--- src/rtl/dcache_pkg.sv ---
// Shared types and field widths for the 2-way 16-set data cache controller.
package dcache_pkg;

   localparam int ADDR_W    = 32;
   localparam int WORD_W    = 32;
   localparam int LINE_W    = 256;
   localparam int IDX_W     = 4;
   localparam int TAG_W     = 23;
   localparam int OFF_W     = 5;
   localparam int TAGWORD_W = TAG_W + 2;
   localparam int VALID_BIT = 24;
   localparam int DIRTY_BIT = 23;

   typedef enum logic [2:0] {
      S_IDLE,
      S_MISS,
      S_WRITEBACK,
      S_READMISS,
      S_READMISSOK
   } state_e;

endpackage

--- src/rtl/dcache_word_mux.sv ---
// Word select and word merge over one cache line.
module dcache_word_mux
   import dcache_pkg::*;
(
   input  logic [LINE_W-1:0] line_i,
   input  logic [2:0]        word_i,
   input  logic [WORD_W-1:0] wdata_i,
   output logic [WORD_W-1:0] rdata_o,
   output logic [LINE_W-1:0] merged_o
);

   always_comb begin
      rdata_o  = line_i[word_i*WORD_W +: WORD_W];
      merged_o = line_i;
      merged_o[word_i*WORD_W +: WORD_W] = wdata_i;
   end

endmodule

--- src/rtl/dcache_controller.sv ---
// Data cache controller: hit path, dirty write-back, refill and replay.
module dcache_controller
   import dcache_pkg::*;
(
   input  logic                 clk_i,
   input  logic                 rst_i,
   input  logic [ADDR_W-1:0]    cpu_addr_i,
   input  logic [WORD_W-1:0]    cpu_data_i,
   input  logic                 cpu_MemRead_i,
   input  logic                 cpu_MemWrite_i,
   output logic [WORD_W-1:0]    cpu_data_o,
   output logic                 cpu_stall_o,
   output logic [IDX_W-1:0]     sram_idx_o,
   output logic [TAGWORD_W-1:0] sram_tag_o,
   output logic [LINE_W-1:0]    sram_data_o,
   output logic                 sram_enable_o,
   output logic                 sram_write_o,
   input  logic [TAGWORD_W-1:0] sram_tag_i,
   input  logic [LINE_W-1:0]    sram_data_i,
   input  logic                 sram_hit_i,
   output logic [ADDR_W-1:0]    mem_addr_o,
   output logic [LINE_W-1:0]    mem_data_o,
   output logic                 mem_enable_o,
   output logic                 mem_write_o,
   input  logic [LINE_W-1:0]    mem_data_i,
   input  logic                 mem_ack_i
);

   state_e                 state_q, state_d;
   logic [TAGWORD_W-1:0]   vtag_q, vtag_d;
   logic [LINE_W-1:0]      vdata_q, vdata_d;
   logic [ADDR_W-1:0]      addr_q, addr_d;
   logic [ADDR_W-1:0]      maddr_q, maddr_d;
   logic [LINE_W-1:0]      mdata_q, mdata_d;
   logic                   men_q, men_d;
   logic                   mwr_q, mwr_d;

   logic                   req;
   logic [ADDR_W-1:0]      cur_addr;
   logic [TAG_W-1:0]       cur_tag;
   logic [IDX_W-1:0]       cur_idx;
   logic [WORD_W-1:0]      rdata;
   logic [LINE_W-1:0]      merged;
   logic                   unused_lsb;

   assign req        = cpu_MemRead_i | cpu_MemWrite_i;
   assign cur_addr   = (state_q == S_IDLE) ? cpu_addr_i : addr_q;
   assign cur_tag    = cur_addr[ADDR_W-1 -: TAG_W];
   assign cur_idx    = cur_addr[OFF_W +: IDX_W];
   assign unused_lsb = ^cur_addr[1:0];

   assign sram_idx_o   = cur_idx;
   assign mem_addr_o   = maddr_q;
   assign mem_data_o   = mdata_q;
   assign mem_enable_o = men_q;
   assign mem_write_o  = mwr_q;
   assign cpu_stall_o  = req & ~((state_q == S_IDLE) & sram_hit_i);

   dcache_word_mux u_mux (
      .line_i   (sram_data_i),
      .word_i   (cur_addr[4:2]),
      .wdata_i  (cpu_data_i),
      .rdata_o  (rdata),
      .merged_o (merged)
   );

   always_ff @(posedge clk_i or posedge rst_i) begin
      if (rst_i) begin
         state_q <= S_IDLE;
         vtag_q  <= '0;
         vdata_q <= '0;
         addr_q  <= '0;
         maddr_q <= '0;
         mdata_q <= '0;
         men_q   <= 1'b0;
         mwr_q   <= 1'b0;
      end else begin
         state_q <= state_d;
         vtag_q  <= vtag_d;
         vdata_q <= vdata_d;
         addr_q  <= addr_d;
         maddr_q <= maddr_d;
         mdata_q <= mdata_d;
         men_q   <= men_d;
         mwr_q   <= mwr_d;
      end
   end

   always_comb begin
      state_d       = state_q;
      vtag_d        = vtag_q;
      vdata_d       = vdata_q;
      addr_d        = addr_q;
      maddr_d       = maddr_q;
      mdata_d       = mdata_q;
      men_d         = men_q;
      mwr_d         = mwr_q;
      sram_enable_o = 1'b0;
      sram_write_o  = 1'b0;
      sram_data_o   = '0;
      sram_tag_o    = {1'b1, 1'b0, cur_tag};
      cpu_data_o    = '0;
      unique case (state_q)
         S_IDLE: begin
            sram_enable_o = req;
            if (req && sram_hit_i) begin
               if (cpu_MemWrite_i) begin
                  sram_write_o = 1'b1;
                  sram_data_o  = merged;
                  sram_tag_o   = {1'b1, 1'b1, cur_tag};
               end else begin
                  cpu_data_o = rdata;
               end
            end else if (req) begin
               state_d = S_MISS;
               vtag_d  = sram_tag_i;
               vdata_d = sram_data_i;
               addr_d  = cpu_addr_i;
            end
         end
         S_MISS: begin
            men_d = 1'b1;
            if (vtag_q[VALID_BIT] && vtag_q[DIRTY_BIT]) begin
               state_d = S_WRITEBACK;
               mwr_d   = 1'b1;
               maddr_d = {vtag_q[TAG_W-1:0], cur_idx, {OFF_W{1'b0}}};
               mdata_d = vdata_q;
            end else begin
               state_d = S_READMISS;
               mwr_d   = 1'b0;
               maddr_d = {cur_tag, cur_idx, {OFF_W{1'b0}}};
            end
         end
         S_WRITEBACK: begin
            if (mem_ack_i) begin
               state_d = S_READMISS;
               mwr_d   = 1'b0;
               maddr_d = {cur_tag, cur_idx, {OFF_W{1'b0}}};
            end
         end
         S_READMISS: begin
            if (mem_ack_i) begin
               sram_enable_o = 1'b1;
               sram_write_o  = 1'b1;
               sram_data_o   = mem_data_i;
               men_d         = 1'b0;
               state_d       = S_READMISSOK;
            end
         end
         S_READMISSOK: state_d = S_IDLE;
         default:      state_d = S_IDLE;
      endcase
   end

endmodule

--- config.mk ---
export PLATFORM = sky130hd
export DESIGN_NAME = dcache_controller
export DESIGN_NICKNAME = d
export VERILOG_FILES = /design/src/rtl/dcache_pkg.sv /design/src/rtl/dcache_word_mux.sv /design/src/rtl/dcache_controller.sv
export SDC_FILE = /design/constraint.sdc
export NUM_CORES = 2
export LEC_CHECK = 0
export ABC_CLOCK_PERIOD_IN_PS = 34700
export CAP_MARGIN = 10
export CORE_AREA = 2 2 478 480
export DETAILED_ROUTE_END_ITERATION = 8
export DIE_AREA = 0 0 480 482
export GPL_TIMING_DRIVEN = 0
export PLACE_DENSITY_LB_ADDON = 0.08
export SYNTH_ARGS = -nofsm -noshare
export SYNTH_HDL_FRONTEND = slang
export SYNTH_SLANG_ARGS = --single-unit
--- constraint.sdc ---
create_clock -name clk_i -period 34.7 [get_ports clk_i]
set_input_delay 10.41 -clock clk_i [delete_from_list [all_inputs] [get_ports clk_i]]
set_output_delay 10.41 -clock clk_i [all_outputs]
set_load 0.02 [all_outputs]
# [Yosys cells after proc, flatten, opt, wreduce, memory -nomap -nowiden]
# Index checks and enable logic that the tools add are counted.
[totals] register_bits=606 input_bits=607 output_inout_bits=610
[classes] reduce_logical=10 n_eq_ne=7 shifts=3 n_mux=30 n_bitwise=5 addsub=1
[op_table] cell="$mux 256" n=3
[op_table] cell="$pmux 256 s2" n=1
[op_table] cell="$bwmux 256" n=1
[op_table] cell="$shift 32x34->256 const A" n=1
[op_table] cell="$shiftx 256x9->32" n=1
[op_table] cell="$shiftx 32x34->256" n=1
[op_table] cell="$mux 32" n=6
[op_table] cell="$mux 24" n=3
[op_table] cell="$pmux 32 s2" n=1
[op_table] cell="$neg 8->34" n=1
[op_table] cell="$mux 3" n=4
[op_table] cell="$pmux 3 s4" n=1
[op_table] cell="$ne 2x2->1 const B" n=4
[op_table] cell="$pmux 1 s2" n=4
[op_table] cell="$eq 3x2->1 const B" n=2
[op_table] cell="$mux 1" n=6
[op_table] cell="$reduce_and 2->1" n=3
[op_table] cell="$reduce_and 4->1" n=1
[op_table] cell="$reduce_bool 2->1" n=2
[op_table] cell="$eq 3x1->1 const B" n=1
[op_table] cell="$logic_not 3->1" n=1
[op_table] cell="$reduce_and 3->1" n=1
[op_table] cell="$and 1x1->1" n=2
[op_table] cell="$logic_and 1x1->1" n=2
[op_table] cell="other kinds (2)" n=3

# [Logic depth before layout (Yosys ltp)]
[depth] word_depth=8 ltp_mapped=14 ltp_nobuf=8

# [Modules after synthesis]
# A second synthesis with hierarchy kept.
[hier_totals] hier_cells=2517 area_unflattened_um2=32635.0
[by_module_without_submodules] mod="dcache_controller" cells_per_inst=1816 area_per_inst_um2=26121.3 instances=1
[by_module_without_submodules] mod="dcache_word_mux" cells_per_inst=701 area_per_inst_um2=6513.7 instances=1

# [Worst setup path after synthesis]
# OpenSTA, ideal clock, no wires.
[synth_timing] path_type="in2out" startpoint="in cpu_addr_i[2]" endpoint="out sram_data_o[17]" t_arrival_ns=13.167 path_stages=10 path_slack_ns=11.123 required_ns=24.290 n_path_buf=4 path_cell_list="clkbuf_1 > buf_1 > or3_1 > o31ai_1 > ha_1 > clkbuf_1 > nor3_2 > buf_2 > mux2i_1 > o21ai_0"
[synth_between] elab_chain_cells=7 word_cells_on_any_way=8
[synth_lines] element="start, declared" line="dcache_controller.sv:7" source="input logic [ADDR_W-1:0] cpu_addr_i,"
[synth_lines] element="$mux 32 (*)" line="dcache_controller.sv:47" source="assign cur_addr = (state_q == S_IDLE) ? cpu_addr_i : addr_q;"
[synth_lines] element="$neg 8->34 (*)" line="dcache_word_mux.sv:15" source="merged_o[word_i*WORD_W +: WORD_W] = wdata_i;"
[synth_lines] element="$shiftx 32x34->256 or $shift 32x34->256 (tied branches)" line="dcache_word_mux.sv:15"
[synth_lines] element="$bwmux 256 (*)" line="dcache_word_mux.sv:15"
[synth_lines] element="$mux 256 (*)" line="dcache_controller.sv:107" source="if (cpu_MemWrite_i) begin"
[synth_lines] element="$mux 256 (*)" line="dcache_controller.sv:106" source="if (req && sram_hit_i) begin"
[synth_lines] element="$pmux 256 s2 (*)" line="dcache_controller.sv:103" source="unique case (state_q)"
[synth_lines] element="end, declared" line="dcache_controller.sv:15" source="output logic [LINE_W-1:0] sram_data_o,"
# Every way passes the cells marked *; elsewhere a longest branch is shown, timed or not.

# [Worst setup path after layout]
[layout_timing] startpoint="in cpu_addr_i[2]" endpoint="out sram_data_o[161]"
# The elaborated chain is that of the path after synthesis.

==> flow_metrics.py <==
metrics = {
    "placement": {
        "pre_cts_slack_ps": 7830,
        "portBuffers": 1174,
        "post-place-cells": 6931,
        "post_dp_cell_area_mm2": 0.0464,
        "place.detailed.hpwl_um": 217000,
        "place_congestion": 0.863,
    },
    "die": {
        "dieArea_mm2": 0.231,
        "die_y_um": 482,
        "chipWidth_um": 480,
        "coreArea_mm2": 0.226,
        "ioPinCount": 1217,
        "rows": 175,
        "start_util_pct": 13.4,
    },
    "logic_synthesis": {
        "synth_area_mm2": 0.0304,
        "yosys-top-cells-area": "dfrtp_1, mux2_2, mux2i_1",
        "synth_async_sr_flop_share_pct": 100,
        "yosysUniqueCellTypes": 42,
        "ys_ff_latch": 599,
        "synth_area_leader_cell": "dfrtp_1",
        "avgSynthCellArea_um2": 11.2,
        "synth_cells": 2718,
        "synth_edf_count": 0,
        "synthFlopType": "dfrtp_1",
        "ys_warn_count": 0,
        "ys_seq_area_share_pct": 49.4,
        "yosysTopAreaCellShare_pct": 49.4,
    },
    "power": {
        "powerDensity_mw_per_mm2": 91.0,
        "power_uw": 4480,
        "leakage_uw": 0.0198,
        "vdd_ir_drop_max_v": 0.0000347,
    },
    "critical_path": {
        "critPathKind": "input port to output pin",
        "arrival_ps": 16180,
        "critPathLaunchType": "input port",
        "cp-startpoint": "cpu_addr_i[2]",
        "r2r_setup_slack_ps": 31040,
        "worstPathRequired_ps": 24290,
        "cp-endpoint": "sram_data_o[161]",
        "regToRegStartpoint": "state_q[2]",
        "r2r-end": "vdata_q[221]",
        "path_max_fanout": 11,
        "r2r.worst_path.cells": 8,
        "cp-end-kind": "output pin",
    },
    "sta": {
        "fin_crit_sh_pct": 76.6,
        "drv_slew": 0,
        "slew_headroom_pct": 8.66,
        "setup_viol": 0,
        "tightest_slew_ps": 1370,
        "rsz0062_at_grt": "no",
        "fin_hold_ws_ps": 485,
        "finalCriticalPeriod_ps": 26590,
        "hold_viol": 0,
        "fin_skew_ps": 37.8,
        "worst_slack_ps": 8110,
        "fmax_mhz": 37.6,
    },
    "routing": {
        "routed_wl_um": 263000,
        "wl_per_cell_um": 37.0,
        "drt-initial-drc-count": 1681,
        "ant_nets": 0,
        "vias_per_cell": 4.05,
        "drtPass1Iterations": 5,
        "vias": 28800,
        "drcViolationCount": 0,
    },
    "cts": {
        "clkLatencyLatePin_ps": 710,
        "cts.repair.resized": 0,
        "path_clk_slew_ps": 60,
        "holdBufCountCts": 0,
        "cts_max_path_buffers": 3,
        "htree_num_levels": 3,
        "cts_sinks": 599,
        "cts-root-buf": "clkbuf_16",
        "post_cts_buffers": 0,
        "cts_tree": "done",
        "cts_buffers": 85,
    },
    "worst_hold_path": {
        "hold_path.class": "flip-flop to flip-flop",
        "min_from": "mem_addr_o[13]",
        "worstHoldPathCells": 2,
    },
    "finish": {
        "layout_commonest_cell": "clkdlybuf4s50_1",
        "drive_gt1_share_pct": 21.2,
        "stdcell_area_mm2": 0.0493,
        "nets": 4620,
        "final_cell_mix": "clkdlybuf4s50_1, dfrtp_1, mux2_2",
        "n_fill_cell": 24800,
        "area_delta_synth_final_pct": 62.3,
        "final_cells": 7114,
    },
    "job": {
        "cap_violations": 0,
    },
    "global_route": {
        "grt_pass1_wl_um": 331000,
        "first_global_vias": 29900,
        "grt_start_max_net_pins": 107,
        "gr-usage-all-layers_pct": 22.0,
        "grt.overflow.total": 0,
        "antenna_found_initial": 103,
    },
    "run_status": {
        "status": "complete, no violations",
    },
}
==> stage by stage <==
step | utilization (%) | TNS (ps)
finish | 21.8 | 0
global route | 21.7 | 0
CTS | 21.7 | 0
detailed placement | 20.5 | 0
global placement | 20.3 | -2433660
floorplan | - | 0
==> final cells by class <==
type,count,area (um^2),share of cell area (%)
Inverter,5,26.3,0.0533
Timing Repair Buffer,1201,12300,24.9
Antenna cell,31,77.6,0.157
Tap cell,3009,3760,7.64
Sequential cell,599,15000,30.4
Buffer,261,1160,2.35
Clock inverter,30,307,0.622
Multi-Input combinational cell,1857,14200,28.9
Clock buffer,121,2440,4.96
==> where the power goes <==
| group | internal (uW) | switching (uW) | total [uW] |
|---|---|---|---|
| logic | 974 | 1400 | 2370 |
| clock network | 519 | 370 | 889 |
| registers | 1040 | 180 | 1220 |
| total | 2540 | 1950 | 4480 |
==> cell usage after synthesis, drive strengths merged (2+ instances only) <==
cell type,n
or3,3
inv,4
nor2,8
mux4,30
o21ai,158
buf,95
o31ai,2
a21oi,11
and3b,2
mux2,574
nor3,5
dfrtp,599
and3,3
o221ai,30
o21bai,2
nand3b,2
a22o,2
nand3,378
conb,2
nor2b,2
nand2b,2
clkbuf,166
ha,3
nand2,402
mux2i,223
==> kinds of logic after synthesis <==
logic type | synth area share (%)
mux | 30.9
simple gates | 11.9
flops | 49.4
buf+inv | 3.80
compound gates | 3.91
fa+ha+maj | 0.124
other cells | 0.0247
==> per-layer routing <==
metal | vias to the layer above | track usage [%] | wire (um)
met5 | - | 0 | 159
li1 | 12300 | - | -
met4 | 26 | 5.14 | 5400
met3 | 257 | 6.28 | 19600
met2 | 1299 | 35.9 | 122000
met1 | 14900 | 28.6 | 116000
==> worst min path at each step <==
| stage | endpoint | slack, ps |
|---|---|---|
| floorplan | vdata_q[0] | 480 |
| global placement | mem_addr_o[13] | 460 |
| detailed placement | mem_addr_o[11] | 470 |
| CTS | mem_addr_o[11] | 490 |
| global route | mem_data_o[181] | 510 |
| finish | mem_addr_o[13] | 480 |
==> critical path, stage by stage <==
cell             delay (ps)
clkdlybuf4s50_1         500
clkbuf_2                530
mux2_2                  370
buf_1                   920
ha_1                    480
nor3b_1                 230
clkbuf_2                550
clkbuf_1                900
nand3_1                 170
nand3_1                 150
clkdlybuf4s50_1         930
==> sequential cells by signal, summed over array words and instances, names as in the netlist <==
register and flops:
mem_write_o 1, addr_q 30, mem_enable_o 1, mem_addr_o 27
vdata_q 256, mem_data_o 256, state_q 3, vtag_q 25
Note: power is estimated with default switching activity, not from simulation.
